<file path="src/rtl/adrv9001_dgpio_pkg.sv">
// Shared types and limits for the ADRV9001 DGPIO controller.
package adrv9001_dgpio_pkg;

  localparam int MAX_PINS        = 32;
  localparam int SYNC_STAGES_MIN = 2;
  localparam int SYNC_STAGES_MAX = 4;

  typedef enum logic {
    PULSE_IDLE   = 1'b0,
    PULSE_ACTIVE = 1'b1
  } pulse_state_e;

endpackage

</file>
<file path="src/rtl/adrv9001_dgpio_pulse.sv">
// Single-pin timed pulse generator: drives the inverted static level for
// exactly len_i cycles after an accepted trigger, then returns to it.
module adrv9001_dgpio_pulse
  import adrv9001_dgpio_pkg::*;
#(
  parameter int PULSE_W = 16
) (
  input  logic               clk_i,
  input  logic               rst_i,
  // trig_i is a single-cycle request with no back-pressure; it is accepted
  // only in IDLE with en_i high and a non-zero length, otherwise dropped.
  input  logic               trig_i,
  input  logic               en_i,
  input  logic [PULSE_W-1:0] len_i,
  input  logic               level_i,
  output logic               pin_o,
  output pulse_state_e       state_o
);

  pulse_state_e       state_q, state_d;
  logic [PULSE_W-1:0] cnt_q, cnt_d;
  logic               pin_q, pin_d;

  always_comb begin
    state_d = state_q;
    cnt_d   = cnt_q;
    case (state_q)
      PULSE_IDLE: begin
        if (trig_i && en_i && (len_i != '0)) begin
          state_d = PULSE_ACTIVE;
          cnt_d   = len_i - PULSE_W'(1);
        end
      end
      PULSE_ACTIVE: begin
        // The entry cycle already counts, so cnt == 0 marks the last one.
        if (!en_i || (cnt_q == '0)) begin
          state_d = PULSE_IDLE;
        end else begin
          cnt_d = cnt_q - PULSE_W'(1);
        end
      end
      default: state_d = PULSE_IDLE;
    endcase
    pin_d = (state_d == PULSE_ACTIVE) ? ~level_i : level_i;
  end

  always_ff @(posedge clk_i) begin
    if (rst_i) begin
      state_q <= PULSE_IDLE;
      cnt_q   <= '0;
      pin_q   <= 1'b0;
    end else begin
      state_q <= state_d;
      cnt_q   <= cnt_d;
      pin_q   <= pin_d;
    end
  end

  assign pin_o   = pin_q;
  assign state_o = state_q;

endmodule

</file>
<file path="src/rtl/adrv9001_dgpio_ctrl.sv">
// DGPIO bank controller: registered direction/output drive, synchronised
// inputs with sticky edge status and interrupt, and per-pin timed pulses.
module adrv9001_dgpio_ctrl
  import adrv9001_dgpio_pkg::*;
#(
  parameter int NUM_PINS    = 12,
  parameter int SYNC_STAGES = 2,
  parameter int PULSE_W     = 16
) (
  input  logic                clk,
  input  logic                rst,
  input  logic [NUM_PINS-1:0] dgpio_i,
  output logic [NUM_PINS-1:0] dgpio_o,
  output logic [NUM_PINS-1:0] dgpio_t,
  input  logic [NUM_PINS-1:0] cfg_dir,
  input  logic [NUM_PINS-1:0] cfg_out,
  input  logic [NUM_PINS-1:0] cfg_pulse_en,
  input  logic [PULSE_W-1:0]  pulse_len,
  input  logic [NUM_PINS-1:0] pulse_trig,
  output logic [NUM_PINS-1:0] pulse_busy,
  input  logic [NUM_PINS-1:0] cfg_rise_en,
  input  logic [NUM_PINS-1:0] cfg_fall_en,
  output logic [NUM_PINS-1:0] pin_level,
  output logic [NUM_PINS-1:0] status,
  input  logic [NUM_PINS-1:0] status_clr,
  output logic                irq
);

  logic [NUM_PINS-1:0] sync_q [SYNC_STAGES];
  logic [NUM_PINS-1:0] level;
  logic [NUM_PINS-1:0] prev_q;
  logic [NUM_PINS-1:0] rise, fall, edge_set;
  logic [NUM_PINS-1:0] status_q, status_d;
  logic [NUM_PINS-1:0] dgpio_t_q;
  logic                irq_q;
  logic [NUM_PINS-1:0] pulse_en;
  pulse_state_e        pulse_state [NUM_PINS];

  // Input synchroniser chain; the last stage is the usable pin level.
  always_ff @(posedge clk) begin
    if (rst) begin
      for (int s = 0; s < SYNC_STAGES; s++) begin
        sync_q[s] <= '0;
      end
    end else begin
      sync_q[0] <= dgpio_i;
      for (int s = 1; s < SYNC_STAGES; s++) begin
        sync_q[s] <= sync_q[s-1];
      end
    end
  end

  assign level = sync_q[SYNC_STAGES-1];

  // Edges are only meaningful on pins we are not driving ourselves.
  always_comb begin
    rise     = level & ~prev_q;
    fall     = ~level & prev_q;
    edge_set = ((rise & cfg_rise_en) | (fall & cfg_fall_en)) & ~cfg_dir;
    status_d = (status_q & ~status_clr) | edge_set;
  end

  always_ff @(posedge clk) begin
    if (rst) begin
      prev_q    <= '0;
      status_q  <= '0;
      irq_q     <= 1'b0;
      dgpio_t_q <= '1;
    end else begin
      prev_q    <= level;
      status_q  <= status_d;
      irq_q     <= |status_q;
      dgpio_t_q <= ~cfg_dir;
    end
  end

  assign pulse_en = cfg_pulse_en & cfg_dir;

  for (genvar n = 0; n < NUM_PINS; n++) begin : g_pulse
    adrv9001_dgpio_pulse #(
      .PULSE_W (PULSE_W)
    ) u_pulse (
      .clk_i   (clk),
      .rst_i   (rst),
      .trig_i  (pulse_trig[n]),
      .en_i    (pulse_en[n]),
      .len_i   (pulse_len),
      .level_i (cfg_out[n]),
      .pin_o   (dgpio_o[n]),
      .state_o (pulse_state[n])
    );
    assign pulse_busy[n] = (pulse_state[n] == PULSE_ACTIVE);
  end

  assign dgpio_t   = dgpio_t_q;
  assign pin_level = level;
  assign status    = status_q;
  assign irq       = irq_q;

endmodule

</file>
<file path="config.mk">
export PLATFORM = sky130hd
export DESIGN_NAME = adrv9001_dgpio_ctrl
export DESIGN_NICKNAME = d
export VERILOG_FILES = /design/src/rtl/adrv9001_dgpio_pkg.sv /design/src/rtl/adrv9001_dgpio_pulse.sv /design/src/rtl/adrv9001_dgpio_ctrl.sv
export SDC_FILE = /design/constraint.sdc
export NUM_CORES = 1
export LEC_CHECK = 0
export ABC_AREA = 1
export CORE_UTILIZATION = 54
export CTS_BUF_LIST = sky130_fd_sc_hd__clkbuf_2 sky130_fd_sc_hd__clkbuf_4 sky130_fd_sc_hd__clkbuf_8
export DETAILED_ROUTE_END_ITERATION = 16
export GPL_TIMING_DRIVEN = 0
export PLACE_DENSITY = 0.79
export SLEW_MARGIN = 30
export SYNTH_ARGS = -nofsm -noshare
export SYNTH_HDL_FRONTEND = slang
export SYNTH_SLANG_ARGS = --single-unit
</file>
<file path="constraint.sdc">
create_clock -name clk -period 1.6 [get_ports clk]
set_input_delay 0.16 -clock clk [delete_from_list [all_inputs] [get_ports clk]]
set_output_delay 0.16 -clock clk [all_outputs]
set_load 0.05 [all_outputs]
</file>
==> results.env, run 1 <==
SYNTH_SEQ_AREA_SHARE_PCT=32.1
ASYNCSETRESETFLOPFRACSYNTH_PCT=0
FIN_SKEW_NS=0.0232
TRITONCTS='built'
HOLD_CLASS='input port to register'
WORST_SKEW_PAIR.LATE_LATENCY_NS=0.60
FINALHOLDVIOLATIONS=0
POST_SYNTH_MUX_AREA_SHARE_PCT=0.347
STARTPOINT_TYPE='register'
DIE-HEIGHT_UM=181
POWER.SHARE.COMBINATIONAL_PCT=28.0
YOSYSMOSTFREQUENTCELL='sky130_fd_sc_hd__nor2_1'
GLOBALPLACE.CONGESTION=0.979
CLOCKPOWERSHARE_PCT=37.0
AREA_GROWTH_SYN_TO_LAYOUT_PCT=34.3
CRITICAL_PATH.MAX_STAGE_DELAY_NS=0.34
ENDPOINT_KIND='register'
SETUP_VIOL=27
LAYOUT_WORST_PATH_CYCLE_SHARE_PCT=104
WL_PER_CELL_UM=18.7
CP_CELL_SEQUENCE='inv_4, ha_4, inv_4, nor2_4, nand2_4, nor2_4, nand2_2, nand3_2, nand2_4, buf_8, a21oi_2, nor2_1'
GLOBAL_ROUTE.OVERFLOW_TOTAL=0
GRT_MAX_DEGREE=13
HPWLAFTERDP_UM=42600
WL_UM=67900
FP.DIEW_UM=181
CTS_INSERTED_BUFFERS=49
DETAILEDROUTE.FIRSTPASSITERATIONCOUNT=6
DIE_OUTLINE_AREA_UM2=32700
SYNTH_SIMPLE_GATE_AREA_SHARE_PCT=43.0
SYN_NETS=3005
YOSYSTOPAREACELLSHARE_PCT=32.1
VIAS_PER_CELL=5.83
CLOCK_TRANSITION_AT_THE_REGISTERS_OF_THE_REPORTED_PATHS_NS=0.07
WORSTSETUPPATHTYPE='register to register'
FINAL_LAYOUT_SIZE_SUFFIX_GT1_SHARE_PCT=21.1
CPLARGESTDELAYFAMILY='simple AND/OR/NAND/NOR gates'
P_PER_AREA_nW_PER_UM2=949
POST_SYNTH_INSTANCE_AREA_UM2=17300
DETAILEDROUTE.FIRSTITERATIONVIOLATIONS=2644
CLOCK_TREE.ROOT_CELL='sky130_fd_sc_hd__clkbuf_8'
REQUIRED_NS=2.10
P_SW_SHARE_PCT=34.2
STATUS='complete, but fails checks'
MAX_SLEW.WORST_PIN.SLEW_NS=1.19
NETLIST_TOP_CELLS_AREA='sky130_fd_sc_hd__dfxtp_1, sky130_fd_sc_hd__nor2_1, sky130_fd_sc_hd__nand2_1'
VIOLATIONS_IN_THE_FINAL_REPORTS='setup timing'
SLEW_HEADROOM_PCT=20.7
GRT.TOTAL_USAGE_PCT=38.2
SWITCHINGPOWER_uW=7520
CTS_MAX_LEVEL=2
SLEW_VIOL_FINAL=0
NUM_ROWS=65
HOLD_BUFFERS=0
YOSYSUNIQUECELLTYPES=39
GRT_PASS1_VIAS=19000
CELLLEAKAGEPOWER_uW=0.0107
YS_SEQ_ELEMENTS=277
FP.COREAREA_UM2=31600
YS_DOMINANT_REG_CELL='sky130_fd_sc_hd__dfxtp_1'
FIRST_PASS_GRT_WIRE_LENGTH_UM=98800
CP.ARRIVAL_NS=2.16
CRIT_PATH_TOP_DELAY_CELL='sky130_fd_sc_hd__dfxtp_2'
ROUTE.ANTENNA.REMAINING_NETS=0
TRITONCTS_NUM_SINKS=277
IO_PINS=175
LAYOUT.FILLER_CELLS=2522
MAX_FREQ_GHz=0.601
IR_WORST_VDD_mV=0.675
INITIAL_CORE_UTIL_PCT=54.8
RSZ0062_AT_GRT='true'
BUFFER_PORTS.INSERTED=173
NETS=3320
SYNTH_COMPOUND_GATE_AREA_SHARE_PCT=11.5
NUMBER_OF_ENABLE_FLIP_FLOP_CELLS_AFTER_SYNTHESIS=0
PLACED_CELL_AREA_UM2=19500
POWER.SHARE.SEQUENTIAL_PCT=35.0
POSTLAYOUTSETUPSLACKWORST_NS=-0.0649
PRE_CTS_SLACK_NS=-1.48
CRIT_FANOUT=7
NUMBER_OF_ANTENNA_VIOLATIONS_AT_THE_FIRST_CHECK_IN_GLOBAL_ROUTING=2
XOR_XNOR_SHARE_OF_THE_SYNTHESIZED_AREA_PCT=0.862
WORSTPATHBUFFERINVERTERCOUNT=3
SYNTHCELLS=2878
CLOCK_TREE.BUFFER_DEPTH=3
PER_INSTANCE_AVERAGE_AREA_AFTER_SYNTHESIS_UM2=6.01
SYNTH_COMMON_CELLS='sky130_fd_sc_hd__nor2_1, sky130_fd_sc_hd__nand2_1, sky130_fd_sc_hd__dfxtp_1, sky130_fd_sc_hd__inv_1, sky130_fd_sc_hd__nand3_1'
SYNTH_TOP_FAMILY_BY_AREA='simple AND/OR/NAND/NOR gates'
FINISH.INSTANCE_AREA_UM2=23200
SYNTH_AREA_LEADER_CELL='sky130_fd_sc_hd__dfxtp_1'
TIMING.FINAL.CRIT_PERIOD_NS=1.66
CAP_VIOLATIONS=0
VIA_COUNT=21200
INTPOWER_uW=14500
SYNTH.YOSYS.WARNINGS=0
SYNTHADDERAREAFRAC_PCT=0.941
DRC_ERRORS_LEFT=0
## per-layer routing
| layer | part of all wire, % | vias to the layer above | global-route usage [%] | wire [um] |
|---|---|---|---|---|
| li1 | - | 9767 | - | - |
| met1 | 37 | 9592 | 45.1 | 24900 |
| met2 | 44 | 1463 | 62.4 | 29900 |
| met3 | 12 | 391 | 9.01 | 8170 |
| met4 | 7.3 | 0 | 24.2 | 4960 |
| met5 | 0 | - | 0 | 0 |
## cell usage in the layout, fill, tap and decap left out, types with 37 or more instances in the layout
cell | netlist | layout
sky130_fd_sc_hd__o21ai_0 | 227 | 153
sky130_fd_sc_hd__clkbuf_8 | 0 | 67
sky130_fd_sc_hd__a21oi_1 | 95 | 74
sky130_fd_sc_hd__nand3_1 | 257 | 225
sky130_fd_sc_hd__nand2_1 | 685 | 654
sky130_fd_sc_hd__dfxtp_1 | 277 | 247
sky130_fd_sc_hd__inv_1 | 263 | 233
sky130_fd_sc_hd__buf_4 | 42 | 105
sky130_fd_sc_hd__clkbuf_1 | 65 | 45
sky130_fd_sc_hd__nor2_1 | 690 | 608
sky130_fd_sc_hd__clkdlybuf4s50_1 | 0 | 97
sky130_fd_sc_hd__o21ai_1 | 38 | 74
sky130_fd_sc_hd__o21ai_2 | 0 | 37
sky130_fd_sc_hd__nor2_2 | 7 | 63
## layout make-up
type / instances / area (um2) / share of cell area, %
antenna: 2 / 5.00 / 0.0216
clock buffer: 75 / 976 / 4.20
inverter: 278 / 1090 / 4.71
clock inverter: 16 / 240 / 1.03
tap: 402 / 503 / 2.17
sequential: 277 / 5580 / 24.1
timing repair buffer: 260 / 2630 / 11.3
multi-input combinational: 2176 / 11100 / 47.7
buffer: 151 / 1120 / 4.81
## flip-flops by register name, summed over array words and instances (netlist names)
signal                   count
g_pulse.u_pulse.cnt_q      192
dgpio_t                     12
sync_q                      24
irq                          1
g_pulse.u_pulse.state_o     12
g_pulse.u_pulse.pin_o       12
prev_q                      12
status                      12
## stage by stage
stage          hold slack (ns)  total power, uW  instances  TNS, ns  util (%)
2_1_floorplan            0.230            11100       2878        0         -
3_3_place_gp             0.389            12500       3453  -214.80      61.9
3_5_place_dp             0.394            12700       3453  -211.17      61.9
4_1_cts                 0.0744            21000       3587   -0.125      68.9
5_1_grt                 0.0873            22900       3637    -4.06      73.6
6_report                0.0814            22000       3637   -0.668      73.6
## logic make-up after synthesis
logic type / count (synthesis)
muxes: 6
adders and majority gates: 13
AOI/OAI and AO/OA: 385
DFF: 277
xor gates and xnor gates: 17
buffers and inverters: 429
and+or+nand+nor: 1751
## power groups by stage
| stage | Sequential [uW] | Clock (uW) | Combinational, uW |
|---|---|---|---|
| 2_1_floorplan | 7770 | 0 | 3370 |
| 3_3_place_gp | 7770 | 0 | 4760 |
| 3_5_place_dp | 7780 | 0 | 4870 |
| 4_1_cts | 7650 | 8130 | 5270 |
| 5_1_grt | 7760 | 8500 | 6670 |
| 6_report | 7720 | 8140 | 6170 |
## what timing repair did
item	in CTS	in global routing
endpoints found under the setup margin	281	235
gates resized for setup	383	395
endpoints found under the hold margin	0	0
cloned	6	18
setup buffers	37	30
pin swaps	32	76
## path summary, 6_finish.rpt
kind                                                   from                          end  slack (ns)  depth (start not counted)
worst max-delay path            g_pulse[4].u_pulse.cnt_q[0]  g_pulse[4].u_pulse.cnt_q[5]       -0.06                         12
worst min-delay path                            dgpio_i[10]                sync_q[0][10]        0.08                          3
worst max register to register  g_pulse[4].u_pulse.cnt_q[0]  g_pulse[4].u_pulse.cnt_q[5]       -0.06                         12
worst min register to register                 sync_q[0][3]                sync_q[0][15]        0.39                          2
## worst register-to-register path: stages, from the launching register on
cell and delay, ns:
sky130_fd_sc_hd__dfxtp_2 0.34, sky130_fd_sc_hd__inv_4 0.09, sky130_fd_sc_hd__ha_4 0.15, sky130_fd_sc_hd__inv_4 0.04
sky130_fd_sc_hd__nor2_4 0.11, sky130_fd_sc_hd__nand2_4 0.08, sky130_fd_sc_hd__nor2_4 0.10, sky130_fd_sc_hd__nand2_2 0.08
sky130_fd_sc_hd__nand3_2 0.09, sky130_fd_sc_hd__nand2_4 0.12, sky130_fd_sc_hd__buf_8 0.17, sky130_fd_sc_hd__a21oi_2 0.14
sky130_fd_sc_hd__nor2_1 0.06
Power figures use the tool's default switching activity.
==> run 2, diff against run 1 <==
--- a/config.mk
+++ b/config.mk
@@ -8,10 +8,10 @@
 export ABC_AREA = 1
 export CORE_UTILIZATION = 54
 export CTS_BUF_LIST = sky130_fd_sc_hd__clkbuf_2 sky130_fd_sc_hd__clkbuf_4 sky130_fd_sc_hd__clkbuf_8
+export CTS_CLUSTER_SIZE = 12
 export DETAILED_ROUTE_END_ITERATION = 16
 export GPL_TIMING_DRIVEN = 0
 export PLACE_DENSITY = 0.79
-export SLEW_MARGIN = 30
 export SYNTH_ARGS = -nofsm -noshare
 export SYNTH_HDL_FRONTEND = slang
 export SYNTH_SLANG_ARGS = --single-unit
==> results.env, run 2 (synthesis results as in run 1) <==
STATUS='complete, but fails checks'
VIOLATIONS_IN_THE_FINAL_REPORTS='setup timing'
FINAL_LAYOUT_SIZE_SUFFIX_GT1_SHARE_PCT=20.4
GLOBALPLACE.CONGESTION=0.979
DIE_OUTLINE_AREA_UM2=32700
POSTLAYOUTSETUPSLACKWORST_NS=-0.116
PLACED_CELL_AREA_UM2=19500
CLOCK_TREE.BUFFER_DEPTH=3
HPWLAFTERDP_UM=42700
MAX_FREQ_GHz=0.583
MAX_SLEW.WORST_PIN.SLEW_NS=1.24
DRC_ERRORS_LEFT=0
FIN_SKEW_NS=0.0199
CELLLEAKAGEPOWER_uW=0.0107
GRT_PASS1_VIAS=19000
CRIT_PATH_TOP_DELAY_CELL='sky130_fd_sc_hd__dfxtp_2'
WL_PER_CELL_UM=18.5
FP.DIEW_UM=181
NUMBER_OF_ANTENNA_VIOLATIONS_AT_THE_FIRST_CHECK_IN_GLOBAL_ROUTING=5
VIA_COUNT=20900
DETAILEDROUTE.FIRSTITERATIONVIOLATIONS=2702
INITIAL_CORE_UTIL_PCT=54.8
BUFFER_PORTS.INSERTED=173
FIRST_PASS_GRT_WIRE_LENGTH_UM=99000
TRITONCTS='built'
IR_WORST_VDD_mV=0.603
CLOCK_TREE.ROOT_CELL='sky130_fd_sc_hd__clkbuf_8'
STARTPOINT_TYPE='register'
SLEW_HEADROOM_PCT=17.5
IO_PINS=175
LAYOUT.FILLER_CELLS=2516
WORSTSETUPPATHTYPE='register to register'
FINALHOLDVIOLATIONS=0
FP.COREAREA_UM2=31600
CPLARGESTDELAYFAMILY='simple AND/OR/NAND/NOR gates'
REQUIRED_NS=2.06
CP.ARRIVAL_NS=2.18
CRITICAL_PATH.MAX_STAGE_DELAY_NS=0.33
VIAS_PER_CELL=5.74
WL_UM=67300
CP_CELL_SEQUENCE='inv_2, ha_4, inv_4, nor2_4, nand2_2, nor2_4, nand2_2, nand3_2, nand2_4, buf_12, buf_8, o21ai_2, nor2_1'
GRT_MAX_DEGREE=13
CLOCK_TRANSITION_AT_THE_REGISTERS_OF_THE_REPORTED_PATHS_NS=0.06
CTS_MAX_LEVEL=2
NUM_ROWS=65
GLOBAL_ROUTE.OVERFLOW_TOTAL=0
LAYOUT.CORE_UTILIZATION_PCT=73.1
HOLD_BUFFERS=0
GRT.TOTAL_USAGE_PCT=38.2
LAYOUT_WORST_PATH_CYCLE_SHARE_PCT=107
LARGEST_REGISTER_FF_COUNT=192
DIE-HEIGHT_UM=181
WORST_SKEW_PAIR.LATE_LATENCY_NS=0.58
ENDPOINT_KIND='register'
CRIT_FANOUT=5
ROUTE.ANTENNA.REMAINING_NETS=0
TIMING.FINAL.CRIT_PERIOD_NS=1.72
RSZ0062_AT_GRT='true'
NETS=3321
AREA_GROWTH_SYN_TO_LAYOUT_PCT=33.5
DETAILEDROUTE.FIRSTPASSITERATIONCOUNT=7
SLEW_VIOL_FINAL=0
P_PER_AREA_nW_PER_UM2=918
LARGEST-REGISTER='g_pulse.u_pulse.cnt_q'
COMMONEST_CELLS_AFTER_ROUTING_FILL_AND_TAPS_ASIDE='sky130_fd_sc_hd__nand2_1, sky130_fd_sc_hd__nor2_1, sky130_fd_sc_hd__dfxtp_1'
FINISH.INSTANCE_AREA_UM2=23100
SETUP_VIOL=36
CAP_VIOLATIONS=0
REG_TOP3='g_pulse.u_pulse.cnt_q x192, sync_q x24'
TRITONCTS_NUM_SINKS=277
LEADING_CELL_TYPE_IN_THE_LAYOUT_FILL_AND_TAPS_EXCLUDED='sky130_fd_sc_hd__nand2_1'
HOLD_CLASS='input port to register'
WORSTPATHBUFFERINVERTERCOUNT=4
CTS_INSERTED_BUFFERS=49
## run 2: cell count changes in the layout (fill, tap and decap cells not counted), sizes merged, moves of 2 or more
cell,before,now
dlygate4sd2,14,9
clkinv,8,6
buf,174,180
clkinvlp,4,1
dlymetal6s2s,2,7
bufinv,6,1
nand2,701,703
## run 2: final cells by class
cell class              count  area (um2)  share of cell area, %
flip-flops and latches    277        5580                   24.2
diodes                      3        7.51                 0.0325
clock inverters             6        57.6                  0.250
inverters                 278        1100                   4.75
clock buffers              83        1040                   4.52
multi-input cells        2178       11000                   47.8
plain buffers             151        1120                   4.87
well taps                 402         503                   2.18
repair buffers            259        2620                   11.4
## run 2: worst min-delay path, delay by kind of cell
kind          cells  cell delay (ns)
buf+inv           2             0.44
simple gates      1             0.03
## run 2: stage by stage
stage                     std cells  power [uW]  hold WS (ns)  TNS [ns]  setup slack, ns
after floorplan                2878       11100         0.230         0           0.0116
after global placement         3453       12500         0.389   -214.80            -1.62
after detailed placement       3453       12700         0.394   -225.63            -1.72
after CTS                      3582       20300        0.0661     -1.27          -0.0748
after global routing           3635       22100        0.0975     -5.32           -0.226
final                          3637       21200        0.0924     -1.66           -0.116
## run 2: final timing paths
check	start	to	slack, ns	depth (start not counted)
hold / removal	dgpio_i[10]	sync_q[0][10]	0.09	3
hold reg to reg	sync_q[0][5]	sync_q[0][17]	0.40	2
setup / recovery	g_pulse[4].u_pulse.cnt_q[0]	g_pulse[4].u_pulse.cnt_q[0]	-0.12	13
setup reg to reg	g_pulse[4].u_pulse.cnt_q[0]	g_pulse[4].u_pulse.cnt_q[0]	-0.12	13
## run 2: power by group
group	leakage, uW	internal [uW]	switching [uW]
Combinational	0.00784	2300	3800
Sequential	0.00228	7300	409
Clock	0.000585	4240	3120
Total	0.0107	13800	7330
## run 2: what timing repair did
action,CTS,global route
gates cloned,7,14
setup buffers,34,41
gates resized for setup,403,365
setup endpoints to repair,283,224
pin swaps,39,75
## run 2: per-layer routing
layer  vias up  wire length, um  global-route usage [%]
met2      1298            30200                    62.0
met3       353             8190                    10.1
li1       9755                -                       -
met4         2             4770                    24.4
met5         -               10                       0
met1      9478            24100                    44.6
==> run 3, diff against run 2 <==
--- a/config.mk
+++ b/config.mk
@@ -6,6 +6,8 @@
 export NUM_CORES = 1
 export LEC_CHECK = 0
 export ABC_AREA = 1
+export CAP_MARGIN = 20
+export CORE_MARGIN = 5
 export CORE_UTILIZATION = 54
 export CTS_BUF_LIST = sky130_fd_sc_hd__clkbuf_2 sky130_fd_sc_hd__clkbuf_4 sky130_fd_sc_hd__clkbuf_8
 export CTS_CLUSTER_SIZE = 12
==> results.env, run 3 (synthesis results as in run 1) <==
FINAL_LAYOUT_SIZE_SUFFIX_GT1_SHARE_PCT=22.8
STARTPOINT_TYPE='register'
INITIAL_CORE_UTIL_PCT=54.8
SETUP_VIOL=43
SLEW_VIOL_FINAL=0
DETAILEDROUTE.FIRSTPASSITERATIONCOUNT=6
RR_ENDPOINT='g_pulse[10].u_pulse.cnt_q[12]'
CTS_INSERTED_BUFFERS=51
POSTLAYOUTSETUPSLACKWORST_NS=-0.0981
WORST_SKEW_PAIR.LATE_LATENCY_NS=0.64
WL_UM=70000
FINALNONFILLERCELLS=3653
HPWLAFTERDP_UM=44100
VIOLATIONS_IN_THE_FINAL_REPORTS='setup timing'
WL_PER_CELL_UM=19.2
DETAILEDROUTE.FIRSTITERATIONVIOLATIONS=2566
CRIT_PATH_TOP_DELAY_CELL='sky130_fd_sc_hd__dfxtp_2'
FINALHOLDVIOLATIONS=0
VIAS_PER_CELL=5.76
LAYOUT.FILLER_CELLS=2498
PLACED_CELL_AREA_UM2=19500
FINISH.INSTANCE_AREA_UM2=23500
MULTI_INPUT_COMB_AREA_UM2=11300
CP_CELL_SEQUENCE='inv_2, ha_4, inv_4, nor2_4, nand2_4, nor2_4, nand2_2, nand3_4, nand2_4, buf_16, nand2_1, nand2_1, nor2_1'
POST-LAYOUT-TOTAL-POWER_uW=21800
DIE_OUTLINE_AREA_UM2=35700
NETS=3331
LEADING_CELL_TYPE_IN_THE_LAYOUT_FILL_AND_TAPS_EXCLUDED='sky130_fd_sc_hd__nand2_1'
AREA_GROWTH_SYN_TO_LAYOUT_PCT=35.7
ENDPOINT_KIND='register'
FIN_SETUP_TNS_NS=-1.38
NUM_ROWS=65
WORSTSETUPSTARTPOINT='g_pulse[10].u_pulse.cnt_q[1]'
TRITONCTS_NUM_SINKS=277
FP.COREAREA_UM2=31600
TIMING.FINAL.CRIT_PERIOD_NS=1.70
GR-USAGE-MET3_PCT=10.2
FIN_SKEW_NS=0.0383
GLOBALPLACE.CONGESTION=0.961
FIRST_PASS_GRT_WIRE_LENGTH_UM=102000
GRT_MAX_DEGREE=14
LARGEST-REGISTER='g_pulse.u_pulse.cnt_q'
COMMONEST_CELLS_AFTER_ROUTING_FILL_AND_TAPS_ASIDE='sky130_fd_sc_hd__nand2_1, sky130_fd_sc_hd__nor2_1, sky130_fd_sc_hd__dfxtp_1'
R2R-START='g_pulse[10].u_pulse.cnt_q[1]'
FINAL.HOLD.WORST_SLACK_NS=0.0366
CTS_MAX_LEVEL=2
CLOCK_TRANSITION_AT_THE_REGISTERS_OF_THE_REPORTED_PATHS_NS=0.06
TRITONCTS='built'
P_PER_AREA_nW_PER_UM2=930
CRIT_FANOUT=5
CAP_VIOLATIONS=0
FF2FF_SETUP_SLACK_NS=-0.1
HOLD_CLASS='input port to register'
SLEW_HEADROOM_PCT=21.5
CP.ARRIVAL_NS=2.24
STATUS='complete, but fails checks'
CELLLEAKAGEPOWER_uW=0.0109
REQUIRED_NS=2.14
GLOBAL_ROUTE.OVERFLOW_TOTAL=0
HOLD_PATH_STARTPOINT='dgpio_i[9]'
GROUTE.LAYER.MET1.USAGE_PCT=43.2
DIE-HEIGHT_UM=189
MAX_SLEW.WORST_PIN.SLEW_NS=1.18
REG_TOP3='g_pulse.u_pulse.cnt_q x192, sync_q x24'
REG2REG_DEPTH=13
IO_PINS=175
GRT_PASS1_VIAS=19600
FP.DIEW_UM=189
MAX_FREQ_GHz=0.589
FINAL-SEQ-AREA_UM2=5580
LAYOUT_WORST_PATH_CYCLE_SHARE_PCT=106
ROUTE.ANTENNA.REMAINING_NETS=0
BUFFER_PORTS.INSERTED=173
CLOCK_TREE.BUFFER_DEPTH=3
GRT.TOTAL_USAGE_PCT=35.7
CLOCK_TREE.ROOT_CELL='sky130_fd_sc_hd__clkbuf_8'
DP_CELLS=3453
CRITICAL_PATH.MAX_STAGE_DELAY_NS=0.33
GRT-BUSIEST-LAYER='met2'
SETUP.WORST_PATH.END='g_pulse[10].u_pulse.cnt_q[12]'
WORSTSETUPPATHTYPE='register to register'
NUMBER_OF_ANTENNA_VIOLATIONS_AT_THE_FIRST_CHECK_IN_GLOBAL_ROUTING=5
IR_WORST_VDD_mV=0.646
DRC_ERRORS_LEFT=0
VIA_COUNT=21100
LARGEST_REGISTER_FF_COUNT=192
RSZ0062_AT_GRT='true'
GR-USAGE-MET2_PCT=57.0
[run 3: cell count changes in the layout (fill, tap and decap cells not counted), sizes merged]
cell and delta:
buf +18, clkdlybuf4s15 -9, clkbuf +7, dlygate4sd2 -4, diode +2, clkdlybuf4s18 +1, clkdlybuf4s50 +1, inv +1
nand2 -1
[run 3: worst max-delay path: cells and delay by family, from the launching register on]
kind          cells  cell delay, ns
simple gates      9            0.89
buf+inv           3            0.26
fa+ha+maj         1            0.15
flops             1            0.33
[run 3: per-stage QoR]
step,setup slack (ns),utilization [%]
after floorplan,0.0116,-
after global placement,-1.82,61.9
after detailed placement,-1.81,61.9
after CTS,-0.0494,69.0
after global routing,-0.186,74.3
final,-0.0981,74.3
[run 3: layout make-up]
class                      count  area share [%]
multi-input combinational   2177            48.2
buffer                       150            4.72
tap                          402            2.14
timing repair buffer         269            11.4
antenna                        5          0.0534
clock buffer                  88            4.66
clock inverter                 7           0.293
sequential                   277            23.8
inverter                     278            4.67
[run 3: power breakdown]
| part | switching [uW] | internal [uW] |
|---|---|---|
| clock network | 3320 | 4440 |
| logic | 3920 | 2400 |
| registers | 419 | 7310 |
[run 3: how the worst min path moves through the flow]
stage	endpoint	slack (ns)	cells past startpoint
floorplan	dgpio_t[0]	0.23	1
global placement	sync_q[0][17]	0.39	2
detailed placement	sync_q[0][14]	0.40	2
CTS	sync_q[0][9]	0.02	3
global route	sync_q[0][9]	0.05	3
finish	sync_q[0][9]	0.04	3
[run 3: metal layers]
metal	routed length [um]	share of wire, %	vias up
met2	30900	44	1396
met3	8600	12	312
met4	4680	6.7	0
met5	0	0	-
li1	-	-	9793
met1	25800	37	9553
[run 3: repair_timing]
action                                  in CTS  in global routing
cloned                                       9                 14
endpoints found under the setup margin     277                234
hold buffers                                 0                  0
resized for setup                          444                437
pin swaps                                   36                102
setup buffers                               39                 43
